===== src/rtl/axis_meter_pkg.sv =====
// Shared types and helpers for the AXI-Stream keep/byte meter.
// Contents:
//   KEEP_MAX_W / BYTES_MAX_W : widest supported keep (1024-bit data) and its count width
//   keep_bw()                : width of a byte count for a given keep width
//   keep_popcount()          : number of set keep bits
//   keep_is_sparse()         : keep nonzero with more than one run of ones
//   stage1_t                 : registered per-beat result
//   meter_state_e            : packet tracking state
package axis_meter_pkg;

    localparam int unsigned KEEP_MAX_W  = 128;
    localparam int unsigned BYTES_MAX_W = 8;

    function automatic int unsigned keep_bw(input int unsigned keep_w);
        return $clog2(keep_w + 1);
    endfunction

    function automatic logic [BYTES_MAX_W-1:0] keep_popcount(input logic [KEEP_MAX_W-1:0] keep);
        logic [BYTES_MAX_W-1:0] n;
        n = '0;
        for (int unsigned i = 0; i < KEEP_MAX_W; i++) begin
            n = n + BYTES_MAX_W'(keep[i]);
        end
        return n;
    endfunction

    // Counts rising edges of the keep vector (with an implicit 0 below bit 0);
    // more than one rising edge means the ones are not a single run.
    function automatic logic keep_is_sparse(input logic [KEEP_MAX_W-1:0] keep);
        int unsigned runs;
        logic        prev;
        runs = 0;
        prev = 1'b0;
        for (int unsigned i = 0; i < KEEP_MAX_W; i++) begin
            if (keep[i] && !prev) begin
                runs = runs + 1;
            end
            prev = keep[i];
        end
        return (runs > 1);
    endfunction

    typedef struct packed {
        logic [BYTES_MAX_W-1:0] bytes;
        logic                   sparse;
        logic                   last;
        logic                   valid;
    } stage1_t;

    typedef enum logic {
        ST_IDLE   = 1'b0,
        ST_IN_PKT = 1'b1
    } meter_state_e;

endpackage


===== src/rtl/axis_keep_byte_meter_keep_stats.sv =====
// keep_stats: combinational byte count and sparse flag for one keep vector.
// Ports:
//   i_keep   in  KEEP_W  keep vector
//   o_bytes  out BW      number of set keep bits
//   o_sparse out 1       keep nonzero and not one contiguous run
module keep_stats
    import axis_meter_pkg::*;
#(
    parameter  int unsigned KEEP_W = 4,
    localparam int unsigned BW     = keep_bw(KEEP_W)
) (
    input  logic [KEEP_W-1:0] i_keep,
    output logic [BW-1:0]     o_bytes,
    output logic              o_sparse
);

    logic [KEEP_MAX_W-1:0] w_keep_ext;

    assign w_keep_ext = KEEP_MAX_W'(i_keep);
    assign o_bytes    = BW'(keep_popcount(w_keep_ext));
    assign o_sparse   = keep_is_sparse(w_keep_ext);

endmodule


===== src/rtl/axis_keep_byte_meter.sv =====
// axis_keep_byte_meter: passive AXI-Stream snooper reporting per-beat byte
// counts, per-packet byte/flit totals with sparse/overflow flags, and running
// byte/packet totals.
// Ports:
//   clk, aresetn                         clock, async active-low reset
//   snoop_tvalid/tready/tkeep/tlast      observed bus (never driven)
//   clear                                sync clear of totals and packet in progress
//   beat_bytes, beat_valid               per-beat count, one cycle after acceptance
//   pkt_bytes, pkt_flits, pkt_valid,
//   pkt_sparse, pkt_overflow             completed packet, two cycles after tlast
//   total_bytes, total_pkts              wrapping running totals
module axis_keep_byte_meter
    import axis_meter_pkg::*;
#(
    parameter  int unsigned TDATA_WIDTH = 32,
    parameter  int unsigned TKEEP_WIDTH = TDATA_WIDTH / 8,
    parameter  int unsigned LEN_WIDTH   = 16,
    parameter  int unsigned CNT_WIDTH   = 32,
    localparam int unsigned BW          = keep_bw(TKEEP_WIDTH)
) (
    input  logic                   clk,
    input  logic                   aresetn,
    input  logic                   snoop_tvalid,
    input  logic                   snoop_tready,
    input  logic [TKEEP_WIDTH-1:0] snoop_tkeep,
    input  logic                   snoop_tlast,
    input  logic                   clear,
    output logic [BW-1:0]          beat_bytes,
    output logic                   beat_valid,
    output logic [LEN_WIDTH-1:0]   pkt_bytes,
    output logic [LEN_WIDTH-1:0]   pkt_flits,
    output logic                   pkt_valid,
    output logic                   pkt_sparse,
    output logic                   pkt_overflow,
    output logic [CNT_WIDTH-1:0]   total_bytes,
    output logic [CNT_WIDTH-1:0]   total_pkts
);

    if (TDATA_WIDTH < 8 || TDATA_WIDTH > 1024 || (TDATA_WIDTH % 8) != 0 ||
        TKEEP_WIDTH != TDATA_WIDTH / 8) begin : g_bad_width
        $error("axis_keep_byte_meter: unsupported TDATA_WIDTH/TKEEP_WIDTH");
    end

    // Byte sum is wide enough for a saturated accumulator plus a full beat.
    localparam int unsigned SW = ((LEN_WIDTH > BYTES_MAX_W) ? LEN_WIDTH : BYTES_MAX_W) + 1;

    logic [BW-1:0]        w_bytes;
    logic                 w_sparse;
    logic                 w_capture;
    stage1_t              r_s1;

    meter_state_e         r_state;
    meter_state_e         w_state_nxt;

    logic [LEN_WIDTH-1:0] r_acc_bytes;
    logic [LEN_WIDTH-1:0] r_acc_flits;
    logic                 r_acc_sparse;
    logic                 r_acc_ovf;

    logic [LEN_WIDTH-1:0] w_base_bytes;
    logic [LEN_WIDTH-1:0] w_base_flits;
    logic                 w_base_sparse;
    logic                 w_base_ovf;
    logic [SW-1:0]        w_sum_bytes;
    logic [LEN_WIDTH:0]   w_sum_flits;
    logic                 w_sat_bytes;
    logic                 w_sat_flits;
    logic [LEN_WIDTH-1:0] w_nxt_bytes;
    logic [LEN_WIDTH-1:0] w_nxt_flits;
    logic                 w_nxt_sparse;
    logic                 w_nxt_ovf;

    logic [LEN_WIDTH-1:0] r_pkt_bytes;
    logic [LEN_WIDTH-1:0] r_pkt_flits;
    logic                 r_pkt_valid;
    logic                 r_pkt_sparse;
    logic                 r_pkt_ovf;
    logic [CNT_WIDTH-1:0] r_total_bytes;
    logic [CNT_WIDTH-1:0] r_total_pkts;

    keep_stats #(
        .KEEP_W (TKEEP_WIDTH)
    ) u_keep_stats (
        .i_keep   (snoop_tkeep),
        .o_bytes  (w_bytes),
        .o_sparse (w_sparse)
    );

    // A beat accepted while clear is high is dropped.
    assign w_capture = snoop_tvalid && snoop_tready && !clear;

    // Stage 1: payload only loads on a captured beat so beat_bytes holds.
    always_ff @(posedge clk or negedge aresetn) begin
        if (!aresetn) begin
            r_s1 <= '0;
        end else begin
            r_s1.valid <= w_capture;
            if (w_capture) begin
                r_s1.bytes  <= BYTES_MAX_W'(w_bytes);
                r_s1.sparse <= w_sparse;
                r_s1.last   <= snoop_tlast;
            end
        end
    end

    // In IDLE the accumulator base is zero, so a beat directly following a
    // completion starts the new packet from its own values with no bubble.
    always_comb begin
        w_state_nxt   = r_state;
        w_base_bytes  = '0;
        w_base_flits  = '0;
        w_base_sparse = 1'b0;
        w_base_ovf    = 1'b0;
        if (r_state == ST_IN_PKT) begin
            w_base_bytes  = r_acc_bytes;
            w_base_flits  = r_acc_flits;
            w_base_sparse = r_acc_sparse;
            w_base_ovf    = r_acc_ovf;
        end
        w_sum_bytes  = SW'(w_base_bytes) + SW'(r_s1.bytes);
        w_sum_flits  = {1'b0, w_base_flits} + {{LEN_WIDTH{1'b0}}, 1'b1};
        w_sat_bytes  = |(w_sum_bytes >> LEN_WIDTH);
        w_sat_flits  = w_sum_flits[LEN_WIDTH];
        w_nxt_bytes  = w_sat_bytes ? '1 : w_sum_bytes[LEN_WIDTH-1:0];
        w_nxt_flits  = w_sat_flits ? '1 : w_sum_flits[LEN_WIDTH-1:0];
        w_nxt_sparse = w_base_sparse | r_s1.sparse;
        w_nxt_ovf    = w_base_ovf | w_sat_bytes | w_sat_flits;

        if (clear) begin
            w_state_nxt = ST_IDLE;
        end else if (r_s1.valid) begin
            w_state_nxt = r_s1.last ? ST_IDLE : ST_IN_PKT;
        end
    end

    always_ff @(posedge clk or negedge aresetn) begin
        if (!aresetn) begin
            r_state <= ST_IDLE;
        end else begin
            r_state <= w_state_nxt;
        end
    end

    // Stage 2: accumulate, complete, and update totals. clear beats completion.
    always_ff @(posedge clk or negedge aresetn) begin
        if (!aresetn) begin
            r_acc_bytes   <= '0;
            r_acc_flits   <= '0;
            r_acc_sparse  <= 1'b0;
            r_acc_ovf     <= 1'b0;
            r_pkt_bytes   <= '0;
            r_pkt_flits   <= '0;
            r_pkt_valid   <= 1'b0;
            r_pkt_sparse  <= 1'b0;
            r_pkt_ovf     <= 1'b0;
            r_total_bytes <= '0;
            r_total_pkts  <= '0;
        end else begin
            r_pkt_valid <= 1'b0;
            if (clear) begin
                r_acc_bytes   <= '0;
                r_acc_flits   <= '0;
                r_acc_sparse  <= 1'b0;
                r_acc_ovf     <= 1'b0;
                r_total_bytes <= '0;
                r_total_pkts  <= '0;
            end else if (r_s1.valid) begin
                if (r_s1.last) begin
                    r_pkt_bytes   <= w_nxt_bytes;
                    r_pkt_flits   <= w_nxt_flits;
                    r_pkt_sparse  <= w_nxt_sparse;
                    r_pkt_ovf     <= w_nxt_ovf;
                    r_pkt_valid   <= 1'b1;
                    r_total_bytes <= r_total_bytes + CNT_WIDTH'(w_nxt_bytes);
                    r_total_pkts  <= r_total_pkts + 1'b1;
                    r_acc_bytes   <= '0;
                    r_acc_flits   <= '0;
                    r_acc_sparse  <= 1'b0;
                    r_acc_ovf     <= 1'b0;
                end else begin
                    r_acc_bytes   <= w_nxt_bytes;
                    r_acc_flits   <= w_nxt_flits;
                    r_acc_sparse  <= w_nxt_sparse;
                    r_acc_ovf     <= w_nxt_ovf;
                end
            end
        end
    end

    assign beat_bytes   = BW'(r_s1.bytes);
    assign beat_valid   = r_s1.valid;
    assign pkt_bytes    = r_pkt_bytes;
    assign pkt_flits    = r_pkt_flits;
    assign pkt_valid    = r_pkt_valid;
    assign pkt_sparse   = r_pkt_sparse;
    assign pkt_overflow = r_pkt_ovf;
    assign total_bytes  = r_total_bytes;
    assign total_pkts   = r_total_pkts;

endmodule


===== config.mk =====
export PLATFORM = sky130hd
export DESIGN_NAME = axis_keep_byte_meter
export DESIGN_NICKNAME = d
export VERILOG_FILES = /design/src/rtl/axis_meter_pkg.sv /design/src/rtl/axis_keep_byte_meter_keep_stats.sv /design/src/rtl/axis_keep_byte_meter.sv
export SDC_FILE = /design/constraint.sdc
export NUM_CORES = 1
export LEC_CHECK = 0
export CAP_MARGIN = 20
export CORE_MARGIN = 2
export CORE_UTILIZATION = 50
export DETAILED_ROUTE_END_ITERATION = 16
export PLACE_DENSITY_LB_ADDON = 0.3
export SYNTH_ARGS = -nofsm -noshare
export SYNTH_HDL_FRONTEND = slang
export SYNTH_SLANG_ARGS = --single-unit
export TNS_END_PERCENT = 5

===== constraint.sdc =====
create_clock -name clk -period 8.35 [get_ports clk]
set_input_delay 2.0875 -clock clk [delete_from_list [all_inputs] [get_ports clk]]
set_output_delay 2.0875 -clock clk [all_outputs]
set_load 0.01 [all_outputs]

* After elaboration in Yosys (flattened, before gate mapping)
Cells that the tools add are included.
** Storage, ports and cells
- Register bits :: 140
- Bits of input ports :: 10
** Operators by class
- $add $sub $neg :: 10
- Magnitude comparators :: 1
- Muxes and demuxes :: 34
- Bitwise gates (word level) :: 4
- Reduce and logical (&&, ||, !) cells :: 13
** Operators by type and width (number)
- $mux 32 :: 9
- $mux 16 :: 10
- $add 32x1->32 const B :: 4
- $add 32x16->32 :: 1
- $gt 32x1->1 const B :: 1
- $add 16x1->17 const B :: 1
- $add 16x3->17 :: 1
- $mux 1 :: 15
- $add 3x1->3 :: 2
- $logic_and 1x1->1 :: 5
- $logic_not 1->1 :: 4
- $reduce_bool 2->1 :: 2
- $or 1x1->1 :: 3
- $reduce_and 3->1 :: 1
- $add 1x1->2 :: 1
- $reduce_and 2->1 :: 1
- $not 1->1 :: 1

* Longest topological paths before layout
- Word-level depth :: 8
- Mapped depth :: 19
- Gate-level depth less buffers :: 16

* Modules after synthesis
Synthesis repeated with hierarchy kept, for this count alone.
** Second synthesis, totals
- Cells, all modules :: 869
- Area total of the unflattened synthesis :: 7762.4 um2
** By module, submodules not included
- axis_keep_byte_meter :: instances 1, cells an instance 849, area an instance 7601.0 um2, seq. area each 3503.4 um2
- keep_stats :: instances 1, cells an instance 20, area an instance 161.4 um2, seq. area each 0.0 um2

* Worst setup path before layout
OpenSTA, ideal clock, no wires.
- Path type :: register to register
- From :: reg r_state
- To :: reg r_total_bytes[24], in the netlist total_bytes[24]
- Library setup time :: 125 ps
- Arrival time :: 4167 ps
- Required time :: 8225 ps
- Path slack :: 4058 ps
- Stages on the path, launching flop included :: 20
- Clock period less this slack :: 4292 ps
- Cells stage by stage :: dfrtp_1 -> buf_2 -> buf_1 -> clkbuf_1 -> and2_1 -> ha_1 -> fa_1 -> a21oi_1 -> or2_1 -> buf_6 -> buf_6 -> nand2_4 -> ha_1 -> nand2_2 -> nor3_4 -> a21oi_2 -> a21oi_2 -> a21boi_2 -> nor4_1 -> mux2_2
** On the way
- Cells in the longest elaborated chain, start to end :: 7
** RTL lines
- start, declared :: line axis_keep_byte_meter.sv:52 : meter_state_e r_state;
- start signal, assigned :: line axis_keep_byte_meter.sv:140 : r_state <= w_state_nxt;
- $mux 16 :: line axis_keep_byte_meter.sv:114 : if (r_state == ST_IN_PKT) begin
- $add 16x3->17 :: line axis_keep_byte_meter.sv:120 : w_sum_bytes = SW'(w_base_bytes) + SW'(r_s1.bytes);
- $mux 16 :: line axis_keep_byte_meter.sv:124 : w_nxt_bytes = w_sat_bytes ? '1 : w_sum_bytes[LEN_WIDTH-1:0];
- named net w_nxt_bytes[8] :: line axis_keep_byte_meter.sv:68 : logic [LEN_WIDTH-1:0] w_nxt_bytes;
- $add 32x16->32 :: line axis_keep_byte_meter.sv:174 : r_total_bytes <= r_total_bytes + CNT_WIDTH'(w_nxt_bytes);
- $mux 32 :: line axis_keep_byte_meter.sv:168 : if (r_s1.last) begin
- $mux 32 :: line axis_keep_byte_meter.sv:167 : end else if (r_s1.valid) begin
- $mux 32 :: line axis_keep_byte_meter.sv:160 : if (clear) begin
- end signal, assigned :: line axis_keep_byte_meter.sv:174
- end, declared :: line axis_keep_byte_meter.sv:78 : logic [CNT_WIDTH-1:0] r_total_bytes;
The timed path passes the listed nets, and every way through them passes these cells. The select of a mux whose other input is x is not followed.
A chain may end at the register's enable or synchronous reset.

* Worst setup path in the final report
Ends and elaborated chain as after synthesis.

==> metrics.md <==
| Metric | Value |
|---|---|
| Hold Path Depth | 2 |
| Fin Clk Skew | 0.00704 ns |
| Area grow syn2layout | 23.7% |
| Top_reg_cell synth | dfrtp_1 |
| Power share of the combinational group | 10.1% |
| DR WL/cell | 16.3 um |
| Fin. Hold Viols | 0 |
| IO Pins | 113 |
| Post-synthesis instance total | 830 |
| Multiplexer area fraction after synthesis | 2.55% |
| YS warnings | 0 |
| Via count | 6,352 |
| Placed cell count | 1,099 |
| CP endpoint kind | flip-flop |
| Total global routing overflow | 0 |
| Setup_tns | 0 ns |
| Sequential share of the synthesized area | 45.1% |
| Seq pwr share | 43.9% |
| Routed WL | 18,500 um |
| Cell Rows | 45 |
| Max-cap viol count | 0 |
| Pwr Density | 175 mW/mm2 |
| Seq cells post-synth | 140 |
| Core ar. | 0.0152 mm2 |
| Number of global-route vias before repair | 6,074 |
| Fin. max-slew vios | 0 |
| Leakage | 0.00431 uW |
| TritonRoute pass-1 iters | 5 |
| Post-Synth Adder-Cell Area | 5.61% |
| Number of enable flip-flop cells after synthesis | 0 |
| GR Util met1 | 32.6% |
| Fin util | 63.2% |
| Setup crit start kind | flip-flop |
| Drt initial violations | 484 |
| Final setup vio count | 0 |
| Synth Area in Compound Gates | 14.4% |
| Die area | 0.0165 mm2 |
| Fin crit share | 57.5% |
| First-pass GRT wire length | 30,100 um |
| Status | complete, no violations |
| Final ANT Viol Nets | 0 |
| Worst Hold Class | flip-flop to flip-flop |
| GP Congestion | 0.896 |
| Switch Pwr | 383 uW |
| Reg2Reg Depth | 14 |
| Net Sw Frac | 22.8% |
| WP data required | 8.65 ns |
| Die Height | 129 um |
| Clock sink count | 140 |
| Post-Syn Area | 0.00777 mm2 |
| Die width | 129 um |
| Clk network pwr share | 46.0% |
| Grt met2 use | 36.7% |
| Share of cells above drive strength 1 | 8.27% |
| Diode count | 0 |
| GR Util met3 | 3.62% |
| # DRC | 0 |
| Clock Path Buffers | 2 |
| Max Freq | 208 MHz |
| CP Class | flip-flop to flip-flop |
| Slew of the pin with the lowest slew margin | 0.997 ns |
| Clock transition at the registers of the reported paths | 0.05 ns |
| TritonCTS clock tree | done |
| Via/cell ratio | 5.62 |
| Final instance area | 0.00961 mm2 |
| # port buffers | 112 |
| Ys async rst share | 100% |
| Unique cell type count in the Yosys netlist | 63 |
| Antenna violations before repair | 0 |
| Fin cells | 1,131 |
| Cell internal pwr | 1300 uW |
| Final critical-path required period | 4.80 ns |
| CTS resizes | 0 |
| Syn nets | 873 |
| Synth Area in XOR/XNOR | 7.89% |
| Grt peak-use layer | met2 |
| Starting Density | 51.1% |
| Nets | 973 |
| Detailed Place HPWL | 12,800 um |
| Tot GR Track Use | 23.1% |
| Post-Syn Area per Cell | 9.36 um2 |
| Post-synthesis simple-gate area fraction | 20.9% |
| Slew headroom | 33.5% |
| Skew-Pair Late Insertion Delay | 0.42 ns |
| Largest net degree at the start of global routing | 75 |
| Htree depth | 4 |
| WP data arrival | 5.11 ns |
| Critical Path Fanout Max | 17 |
| Area after DPL | 0.00900 mm2 |
| Setup repair after global routing missed its margin | no |
| CTS Buf Count | 17 |
| Setup Buffers After CTS | 0 |
| Peak VDD IR | 0.000143 V |
| Root Buffer | clkbuf_16 |
| Largest family of logic cells by synthesized area | simple AND/OR/NAND/NOR gates |
| Hold Buf Count CTS | 0 |
-- cells by family (layout without fill, tap and decap cells) --
logic type,after synthesis,in the layout
flops,140,140
simple gates,331,331
fa+ha+maj,33,33
mux,18,18
compound gates,179,179
xor+xnor,70,70
buf+inv,59,172
-- per-stage QoR --
stage | total power, uW | setup slack (ns) | hold slack (ns)
after floorplan | 822 | 4.06 | 0.439
after global placement | 915 | 3.32 | 0.455
after detailed placement | 920 | 3.40 | 0.463
after CTS | 1690 | 3.61 | 0.477
after global routing | 1740 | 3.29 | 0.508
final | 1680 | 3.55 | 0.477
-- critical path, stage by stage (launching register included) --
cell and delay [ns]:
dfrtp_1 0.40, and2_1 0.15, ha_1 0.21, fa_1 0.41, a21oi_1 0.51, or2_1 0.80
o21ai_2 0.26, ha_1 0.42, nand2_1 0.12, nor3_4 0.21, a21oi_2 0.10, a21oi_2 0.26
a21boi_2 0.17, nor4_1 0.31, mux2_2 0.37
-- synthesized netlist by cell type, types with 4 or more instances --
library cell,instances,area [um2]
xor2_1,44,385
nand3_1,41,205
xnor2_1,26,228
inv_1,22,82.6
or3_1,9,56.3
buf_4,4,30.0
a31oi_1,17,106
nor2_1,85,319
clkbuf_1,20,75.1
mux2i_1,4,40.0
o31ai_1,4,30.0
a22o_1,19,166
buf_2,6,30.0
o21ai_2,6,52.6
ha_1,30,375
dfrtp_1,140,3500
o21ai_0,50,250
and2_1,8,50.1
a21o_1,12,90.1
buf_1,4,15.0
nand2_1,102,383
nor2b_1,6,37.5
nand2_4,5,56.3
nand4_1,23,144
mux2_2,14,158
and3_1,13,81.3
nor3_1,11,55.1
a21oi_1,52,260
-- sequential cells by signal (all words and copies together) (netlist names) --
| signal | flops |
|---|---|
| beat_bytes | 3 |
| pkt_sparse | 1 |
| r_state | 1 |
| total_bytes | 32 |
| total_pkts | 32 |
| r_acc_ovf | 1 |
| r_acc_bytes | 16 |
| beat_valid | 1 |
| pkt_overflow | 1 |
| r_acc_flits | 16 |
| pkt_bytes | 16 |
| r_acc_sparse | 1 |
| r_s1 | 2 |
| pkt_valid | 1 |
| pkt_flits | 16 |
-- power groups by stage --
stage	registers (uW)	clock network (uW)	logic [uW]
finish	736	773	170
global route	740	813	187
CTS	737	785	172
detailed placement	749	0	171
global placement	748	0	167
floorplan	756	0	65.4
-- final cells by class --
type	count	area, um2
multi-input cells	631	4000
flip-flops and latches	140	3500
repair buffers	118	1180
well taps	188	235
clock inverters	6	108
inverters	22	82.6
fillers	1283	5600
clock buffers	26	499
-- final timing paths --
check	start	endpoint	slack, ns
worst max-delay path	r_state	total_bytes[24]	3.55
worst min-delay path	r_acc_bytes[0]	r_acc_bytes[0]	0.48
worst max register to register	r_state	total_bytes[24]	3.55
worst min register to register	r_acc_bytes[0]	r_acc_bytes[0]	0.48
max in group asynchronous	aresetn	total_pkts[8]	5.35
min in group asynchronous	aresetn	total_bytes[0]	1.66
-- cells in the final DEF, fill, tap and decap left out, types with 8 or more instances in the layout --
cell type        Yosys  final
a21o_1              12     12
a21oi_1             52     52
a22o_1              19     19
a31oi_1             17     17
and2_1               8      8
and3_1              13     13
clkbuf_16            0     17
clkdlybuf4s50_1      0    110
dfrtp_1            140    140
ha_1                30     30
inv_1               22     22
mux2_2              14     14
nand2_1            102    102
nand3_1             41     41
nand4_1             23     23
nor2_1              85     84
nor3_1              11     11
o21ai_0             50     50
or3_1                9      9
xnor2_1             26     26
xor2_1              44     44
-- layer usage --
| metal | up-vias | wire [um] | share of wire (%) |
|---|---|---|---|
| li1 | 3110 | - | - |
| met1 | 3067 | 8840 | 48 |
| met2 | 150 | 8570 | 46 |
| met3 | 25 | 705 | 3.8 |
| met4 | 0 | 336 | 1.8 |
| met5 | - | 0 | 0 |
Note: power is estimated with default switching activity, not from simulation.
